### src/rtl/core_pkg.sv
// Shared core types: instruction/address widths and the fetch-queue entry layout.
package core_pkg;

    localparam int XLEN = 32;
    localparam int ILEN = 32;

    typedef struct packed {
        logic [XLEN-1:0] instr_addr;
        logic [ILEN-1:0] instr;
    } fq_entry_t;

    function automatic fq_entry_t make_entry(input logic [XLEN-1:0] addr, input logic [ILEN-1:0] instr);
        fq_entry_t e;
        e.instr_addr = addr;
        e.instr      = instr;
        return e;
    endfunction

endpackage

### src/rtl/fifo_ptr_ctrl.sv
// Read/write pointers (with wrap bit) and occupancy counter for a power-of-two FIFO.
// Flush has priority: the write pointer snaps back to the read pointer.
module fifo_ptr_ctrl #(
    parameter int DEPTH = 4,
    localparam int PW   = $clog2(DEPTH) + 1
) (
    input  logic          clk,
    input  logic          rst,
    input  logic          flush,
    input  logic          push,
    input  logic          pop,
    output logic          full,
    output logic          empty,
    output logic [PW-1:0] count,
    output logic [PW-2:0] wr_idx,
    output logic [PW-2:0] rd_idx
);

    logic [PW-1:0] wr_ptr_reg, wr_ptr_next;
    logic [PW-1:0] rd_ptr_reg, rd_ptr_next;
    logic [PW-1:0] count_reg, count_next;

    always_comb begin
        wr_ptr_next = wr_ptr_reg;
        rd_ptr_next = rd_ptr_reg;
        count_next  = count_reg;
        if (flush) begin
            wr_ptr_next = rd_ptr_reg;
            count_next  = '0;
        end else begin
            if (push) wr_ptr_next = wr_ptr_reg + PW'(1);
            if (pop)  rd_ptr_next = rd_ptr_reg + PW'(1);
            case ({push, pop})
                2'b10:   count_next = count_reg + PW'(1);
                2'b01:   count_next = count_reg - PW'(1);
                default: count_next = count_reg;
            endcase
        end
    end

    always_ff @(posedge clk or posedge rst) begin
        if (rst) begin
            wr_ptr_reg <= '0;
            rd_ptr_reg <= '0;
            count_reg  <= '0;
        end else begin
            wr_ptr_reg <= wr_ptr_next;
            rd_ptr_reg <= rd_ptr_next;
            count_reg  <= count_next;
        end
    end

    assign empty  = (wr_ptr_reg == rd_ptr_reg);
    assign full   = (wr_ptr_reg[PW-2:0] == rd_ptr_reg[PW-2:0]) &&
                    (wr_ptr_reg[PW-1] != rd_ptr_reg[PW-1]);
    assign count  = count_reg;
    assign wr_idx = wr_ptr_reg[PW-2:0];
    assign rd_idx = rd_ptr_reg[PW-2:0];

endmodule

### src/rtl/fetch_queue.sv
// Show-ahead instruction buffer between fetch and decode with one-cycle flush.
// Optional FETCH_QUEUE_BYPASS_EN: zero-latency pass-through when the queue is empty.
module fetch_queue #(
    parameter int XLEN         = core_pkg::XLEN,
    parameter int ILEN         = core_pkg::ILEN,
    parameter int DEPTH        = 4,
    parameter int AFULL_THRESH = DEPTH - 1,
    localparam int CW          = $clog2(DEPTH) + 1
) (
    input  logic            clk,
    input  logic            rst,
    input  logic            flush,
    input  logic            in_valid,
    output logic            in_ready,
    input  logic [XLEN-1:0] in_instr_addr,
    input  logic [ILEN-1:0] in_instr,
    output logic            out_valid,
    input  logic            out_ready,
    output logic [XLEN-1:0] out_instr_addr,
    output logic [ILEN-1:0] out_instr,
    output logic [CW-1:0]   count,
    output logic            afull
);

    import core_pkg::*;

    localparam logic [CW-1:0] AFULL_CNT = CW'(AFULL_THRESH);

    logic          full;
    logic          empty;
    logic          push;
    logic          pop;
    logic [CW-2:0] wr_idx;
    logic [CW-2:0] rd_idx;
    fq_entry_t     head;

    // Storage is deliberately unreset; head data is only meaningful while out_valid is high.
    fq_entry_t mem [DEPTH];

    fifo_ptr_ctrl #(
        .DEPTH (DEPTH)
    ) u_ptr_ctrl (
        .clk    (clk),
        .rst    (rst),
        .flush  (flush),
        .push   (push),
        .pop    (pop),
        .full   (full),
        .empty  (empty),
        .count  (count),
        .wr_idx (wr_idx),
        .rd_idx (rd_idx)
    );

    always_ff @(posedge clk) begin
        if (push) mem[wr_idx] <= make_entry(in_instr_addr, in_instr);
    end

    assign head     = mem[rd_idx];
    assign in_ready = !full;
    assign afull    = (count >= AFULL_CNT);

`ifdef FETCH_QUEUE_BYPASS_EN
    logic bypass;

    // An idle queue hands the incoming instruction straight to decode without storing it.
    assign bypass         = empty && in_valid && out_ready && !flush;
    assign out_valid      = (!empty || in_valid) && !flush;
    assign out_instr_addr = empty ? in_instr_addr : head.instr_addr;
    assign out_instr      = empty ? in_instr      : head.instr;
    assign push           = in_valid && in_ready && !flush && !bypass;
    assign pop            = out_valid && out_ready && !empty;
`else
    assign out_valid      = !empty && !flush;
    assign out_instr_addr = head.instr_addr;
    assign out_instr      = head.instr;
    assign push           = in_valid && in_ready && !flush;
    assign pop            = out_valid && out_ready;
`endif

endmodule
### config.mk
export PLATFORM = sky130hd
export DESIGN_NAME = fetch_queue
export DESIGN_NICKNAME = d
export VERILOG_FILES = /design/src/rtl/core_pkg.sv /design/src/rtl/fifo_ptr_ctrl.sv /design/src/rtl/fetch_queue.sv
export SDC_FILE = /design/constraint.sdc
export NUM_CORES = 1
export LEC_CHECK = 0
export ABC_AREA = 1
export BUFFER_PORTS_ARGS = -buffer_cell sky130_fd_sc_hd__buf_2
export CAP_MARGIN = 15
export CORE_MARGIN = 2
export CORE_UTILIZATION = 45
export CTS_BUF_LIST = sky130_fd_sc_hd__clkbuf_4 sky130_fd_sc_hd__clkbuf_8
export DETAILED_ROUTE_END_ITERATION = 8
export GPL_TIMING_DRIVEN = 1
export PLACE_DENSITY = 0.67
export SYNTH_ARGS = -nofsm -noshare
export SYNTH_HDL_FRONTEND = slang
export SYNTH_SLANG_ARGS = --single-unit
### constraint.sdc
create_clock -name clk -period 3.91 [get_ports clk]
set_input_delay 0.5865 -clock clk [delete_from_list [all_inputs] [get_ports clk]]
set_output_delay 0.5865 -clock clk [all_outputs]
set_load 0.01 [all_outputs]
After elaboration in Yosys (flattened, before gate mapping)
Memories as Yosys holds them, arrays and structs flattened.
Cells that the tools add are included.
W data, S select, Z words.

storage, ports and cells
  bits of input ports = 69
  logic and storage cells = 32
  bits in writable memories = 256
  memories = 1
  flip-flop bits (word level) = 9
  output and inout port bits = 70

memories
  memory  words  width  read ports  clocked after memory_dff  wr ports  RTL line           text
  mem     4      64     1           0                         1         fetch_queue.sv:38  fq_entry_t mem [DEPTH];

cells by class
  add/subtract/negate cells = 4
  $lt $le $gt $ge = 1
  bitwise operators = 1
  equality and inequality tests = 5
  reduce and logical (&&, ||, !) cells = 11
  muxes and demuxes = 6

operator list
  operator               number
  $add A3 B1 Y3 const B  3
  $mux W3                3
  $pmux W3 S2            1
  $logic_and A1 B1 Y1    5
  $eq A3 B3 Y1           1
  $ge A3 B2 Y1 const B   1
  $logic_not A1 Y1       3
  $reduce_bool A3 Y1     1
  $sub A3 B1 Y3 const B  1
  $eq A2 B1 Y1 const B   1
  $eq A2 B2 Y1           1
  $eq A2 B2 Y1 const B   1
  $mux W1                2
  $reduce_and A2 Y1      1
  $reduce_bool A2 Y1     1
  $ne A1 B1 Y1           1
  $not A1 Y1             1

Logic depth before layout (Yosys ltp)
  word-level depth = 8
  mapped depth = 14
  mapped depth without buffers = 14

Modules after synthesis
A second synthesis with hierarchy kept.

second synthesis, totals
  cell total of the unflattened synthesis = 1089
  area, all modules = 11369.7 µm²

by module, submodules not included
  module         cells an instance  times used  area an instance (µm²)  sequential area each (µm²)
  fetch_queue    1021               1           10805.4                 7687.4
  fifo_ptr_ctrl  68                 1           564.3                   225.2

Worst setup path before layout
OpenSTA, ideal clock, no wires.

  path kind = register to register
  from = reg u_ptr_ctrl.wr_ptr_reg[0]
  to = mem mem[3][0] in the netlist's numbering (enable)
  period minus slack after synthesis = 4.068 ns
  path buffers = 0
  stages on the path, launching flop included = 7
  data required time = 3.422 ns
  library setup time = 0.488 ns
  slack = -0.158 ns
  arrival time = 3.580 ns
  cells stage by stage = dfrtp_1 inv_1 nand2_1 nand2_2 nand3_2 nand3_4 nor2_1

between the ends
  longest elaborated chain between the ends = 7

RTL lines
  element                            RTL line             text
  start: declaration                 fifo_ptr_ctrl.sv:19  logic [PW-1:0] wr_ptr_reg, wr_ptr_next;
  start signal: assignment           fifo_ptr_ctrl.sv:47  wr_ptr_reg <= wr_ptr_next;
  $eq A2 B2 Y1                       fifo_ptr_ctrl.sv:54  assign full = (wr_ptr_reg[PW-2:0] == rd_ptr_reg[PW-2:0]) &&
  $logic_and A1 B1 Y1                fifo_ptr_ctrl.sv:54
  $logic_not A1 Y1                   fetch_queue.sv:60    assign in_ready = !full;
  named net in_ready                 fetch_queue.sv:14    output logic in_ready,
  $logic_and A1 B1 Y1 (2 in series)  fetch_queue.sv:77    assign push = in_valid && in_ready && !flush;
  $mux W1                            fetch_queue.sv:56    if (push) mem[wr_idx] <= make_entry(in_instr_addr, in_instr);
  $mux W1 (not written as such)      fetch_queue.sv:56
  end: declaration                   fetch_queue.sv:38

The timed path passes the listed nets, and every way through them passes these cells.

Final worst setup path
  from = reg u_ptr_ctrl.rd_ptr_reg[0]
  to = out out_instr_addr[10]

between the ends
  longest elaborated chain between the ends = 1

RTL lines
  element                   RTL line             text
  start: declaration        fifo_ptr_ctrl.sv:20  logic [PW-1:0] rd_ptr_reg, rd_ptr_next;
  start signal: assignment  fifo_ptr_ctrl.sv:48  rd_ptr_reg <= rd_ptr_next;
  $mem_v2 Z4 W64            --
  end: declaration          fetch_queue.sv:19    output logic [XLEN-1:0] out_instr_addr,

No other way between the ends.

==> impl_metrics.yaml <==
clock_tree:
  cts_resized: 0
  htreeDepth: 2
  clockRootBuffer: "clkbuf_8"
  tritoncts: "yes"
  worstSkewPairLatency_ns: 0.53
  clockBufferDepth: 3
  ctsHoldBuffers: 0
  path_clk_slew_ns: 0.07
  cts_setup_buffers: 0
  cts_made_buffers: 41
  numClockSinks: 265
timing:
  tightestPinTransition_ns: 0.694
  clock.fmax_mhz: 296
  period_needed_ns: 3.37
  period_share: 0.863
  setup_viol: 0
  rsz0062_at_grt: "no"
  relSlewSlack: 0.536
  skew_ns: 0.0247
  slew_viol_final: 0
  finalWorstSetupSlack_ns: 0.536
  hold_viol: 0
min_path:
  hold_path_class: "in -> async"
power_and_ir_drop:
  cellPowerDensity_nw_per_um2: 726
  p_total_mw: 8.69
  leakage_nw: 4.23
  irDropWorstVdd_v: 0.000246
floorplan:
  dieArea_um2: 23600
  die_w_um: 154
  rows: 54
  initial_core_util: 0.460
  ioPinCount: 139
  die_h_um: 154
  core_area_um2: 21900
cells_and_area:
  area.growth.synth_to_final_pct: 18.8
  regArea_um2: 7920
  fill_cells: 1824
  final_common_cell: "edfxtp_1"
  largest_register_ffs: 256
  top_register: "mem"
  layout_common_cells: "edfxtp_1 (256), buf_2 (138), nor2_1 (128)"
  multi_input_area_um2: 1950
  drive_gt1_frac: 0.268
  fin_nets: 933
run_status:
  status: "finished, final reports clean"
yosys:
  yosys_warnings: 0
  synth_cell_types: 27
  synth_top_area_cell: "edfxtp_1"
  syn_nets: 782
  synth.area.top_cells: "edfxtp_1 (76%), o21ai_0 (5.6%), nor2_1 (4.9%)"
  syn_inst: 707
  synth_area_per_cell_um2: 14.2
  synth_area_um2: 10100
  ys_ff_latch: 265
  synth_top_area_share: 0.764
  synth-seq-area-share: 0.786
worst_setup_path:
  end_kind: "primary output"
  cp.arrival_ns: 2.79
  crit_chain: "buf_4, o21ai_0, o22ai_1, buf_2"
  crit_required_ns: 3.32
  critPathKind: "reg -> out"
  slowest_delay_ns: 0.85
  cpMaxStageDelayCell: "dfrtp_4"
  cp_max_fo: 67
  cp-start-kind: "flip-flop"
route:
  num_vias: 6137
  drc: 0
  ant_nets: 0
  first_iter_violations: 383
  avgRoutedWirePerCell_um: 18.0
  viasPerCell: 5.24
  routed_wl_um: 21000
  drt-pass1-iter-count: 4
global_route:
  grt_first_pass_wirelength_um: 32700
  grt-busiest-layer: "met2"
  grt_pass1_vias: 6059
  antenna_found_initial: 5
  met1_usage: 0.251
  gr-usage-met2: 0.266
  grt_max_degree: 68
  met3_usage: 0.0445
  grt_overflow: 0
  grtUsageTotal: 0.177
place:
  place_hpwl_um: 11900
  place_ws_ns: 0.977
  portBuffers: 138
  place_congestion: 0.759
job:
  max-cap-violations: 0
[path summary, 6_finish.rpt]
kind                                           from                       end  slack, ns  depth (start not counted)
hold / removal                                  rst       u_ptr_ctrl.count[0]       0.03                          2
setup / recovery           u_ptr_ctrl.rd_ptr_reg[0]        out_instr_addr[10]       0.54                          4
hold reg to reg            u_ptr_ctrl.rd_ptr_reg[2]  u_ptr_ctrl.wr_ptr_reg[2]       0.53                          2
max in group asynchronous                       rst  u_ptr_ctrl.rd_ptr_reg[0]       3.55                          2
setup reg to reg           u_ptr_ctrl.rd_ptr_reg[0]                mem[2][24]       0.99                          7
min in group clk                  in_instr_addr[26]                mem[0][58]       0.26                          1
[Yosys cell counts, drive strengths merged]
| cell type | number |
|---|---|
| xor2 | 2 |
| clkbuf | 28 |
| a21o | 1 |
| xnor2 | 1 |
| edfxtp | 256 |
| or2 | 1 |
| o21ai | 130 |
| dfrtp | 9 |
| buf | 14 |
| o22ai | 65 |
| nor2 | 135 |
| o221ai | 2 |
| ha | 5 |
| fa | 1 |
| a21oi | 2 |
| nand2 | 32 |
| inv | 18 |
| nand3 | 5 |
[cell families (layout without fill, tap and decap cells)]
kind of cell / count (synthesis) / after routing / synth area share
buffers and inverters: 60 / 242 / 0.0234
AO/OA/AOI/OAI: 200 / 200 / 0.109
flip-flops: 265 / 265 / 0.786
adder cells (fa/ha/maj): 6 / 6 / 0.00821
AND/OR/NAND/NOR: 173 / 173 / 0.0706
XOR/XNOR: 3 / 3 / 0.00261
other: 0 / 3 / 0
[where the power goes]
group / switching, mW / total [mW] / internal [mW]
clock network: 1.01 / 2.26 / 1.26
logic: 1.80 / 2.73 / 0.932
registers: 0.235 / 3.70 / 3.46
[per-stage QoR]
| stage | util | instance area, um2 | TNS, ns | hold WS [ns] | cells |
|---|---|---|---|---|---|
| 2_1_floorplan | - | 10100 | -25.53 | 0.414 | 707 |
| 3_3_place_gp | 0.509 | 11100 | 0 | 0.503 | 1095 |
| 3_5_place_dp | 0.509 | 11100 | 0 | 0.530 | 1095 |
| 4_1_cts | 0.546 | 12000 | 0 | 0.0123 | 1169 |
| 5_1_grt | 0.546 | 12000 | 0 | 0.0344 | 1171 |
| 6_report | 0.546 | 12000 | 0 | 0.0312 | 1172 |
[layout make-up]
class | instances | share of cell area
Antenna cell | 3 | 0.000628
Clock buffer | 54 | 0.0564
Clock inverter | 20 | 0.0116
Inverter | 18 | 0.00586
Multi-Input combinational cell | 382 | 0.163
Sequential cell | 265 | 0.662
Tap cell | 280 | 0.0293
Timing Repair Buffer | 150 | 0.0716
[worst max-delay path: cells and delay by family, from the launching register on]
family	cells	cell delay, ns
compound gates	2	0.50
buf+inv	2	0.84
flops	1	0.85
[metal layers]
| layer | up-vias | routed length [um] | part of all wire |
|---|---|---|---|
| li1 | 2943 | - | - |
| met1 | 2967 | 9680 | 0.46 |
| met2 | 183 | 9600 | 0.46 |
| met3 | 40 | 1300 | 0.062 |
| met4 | 4 | 444 | 0.021 |
| met5 | - | 18 | 0.00086 |
Power figures use the tool's default switching activity.
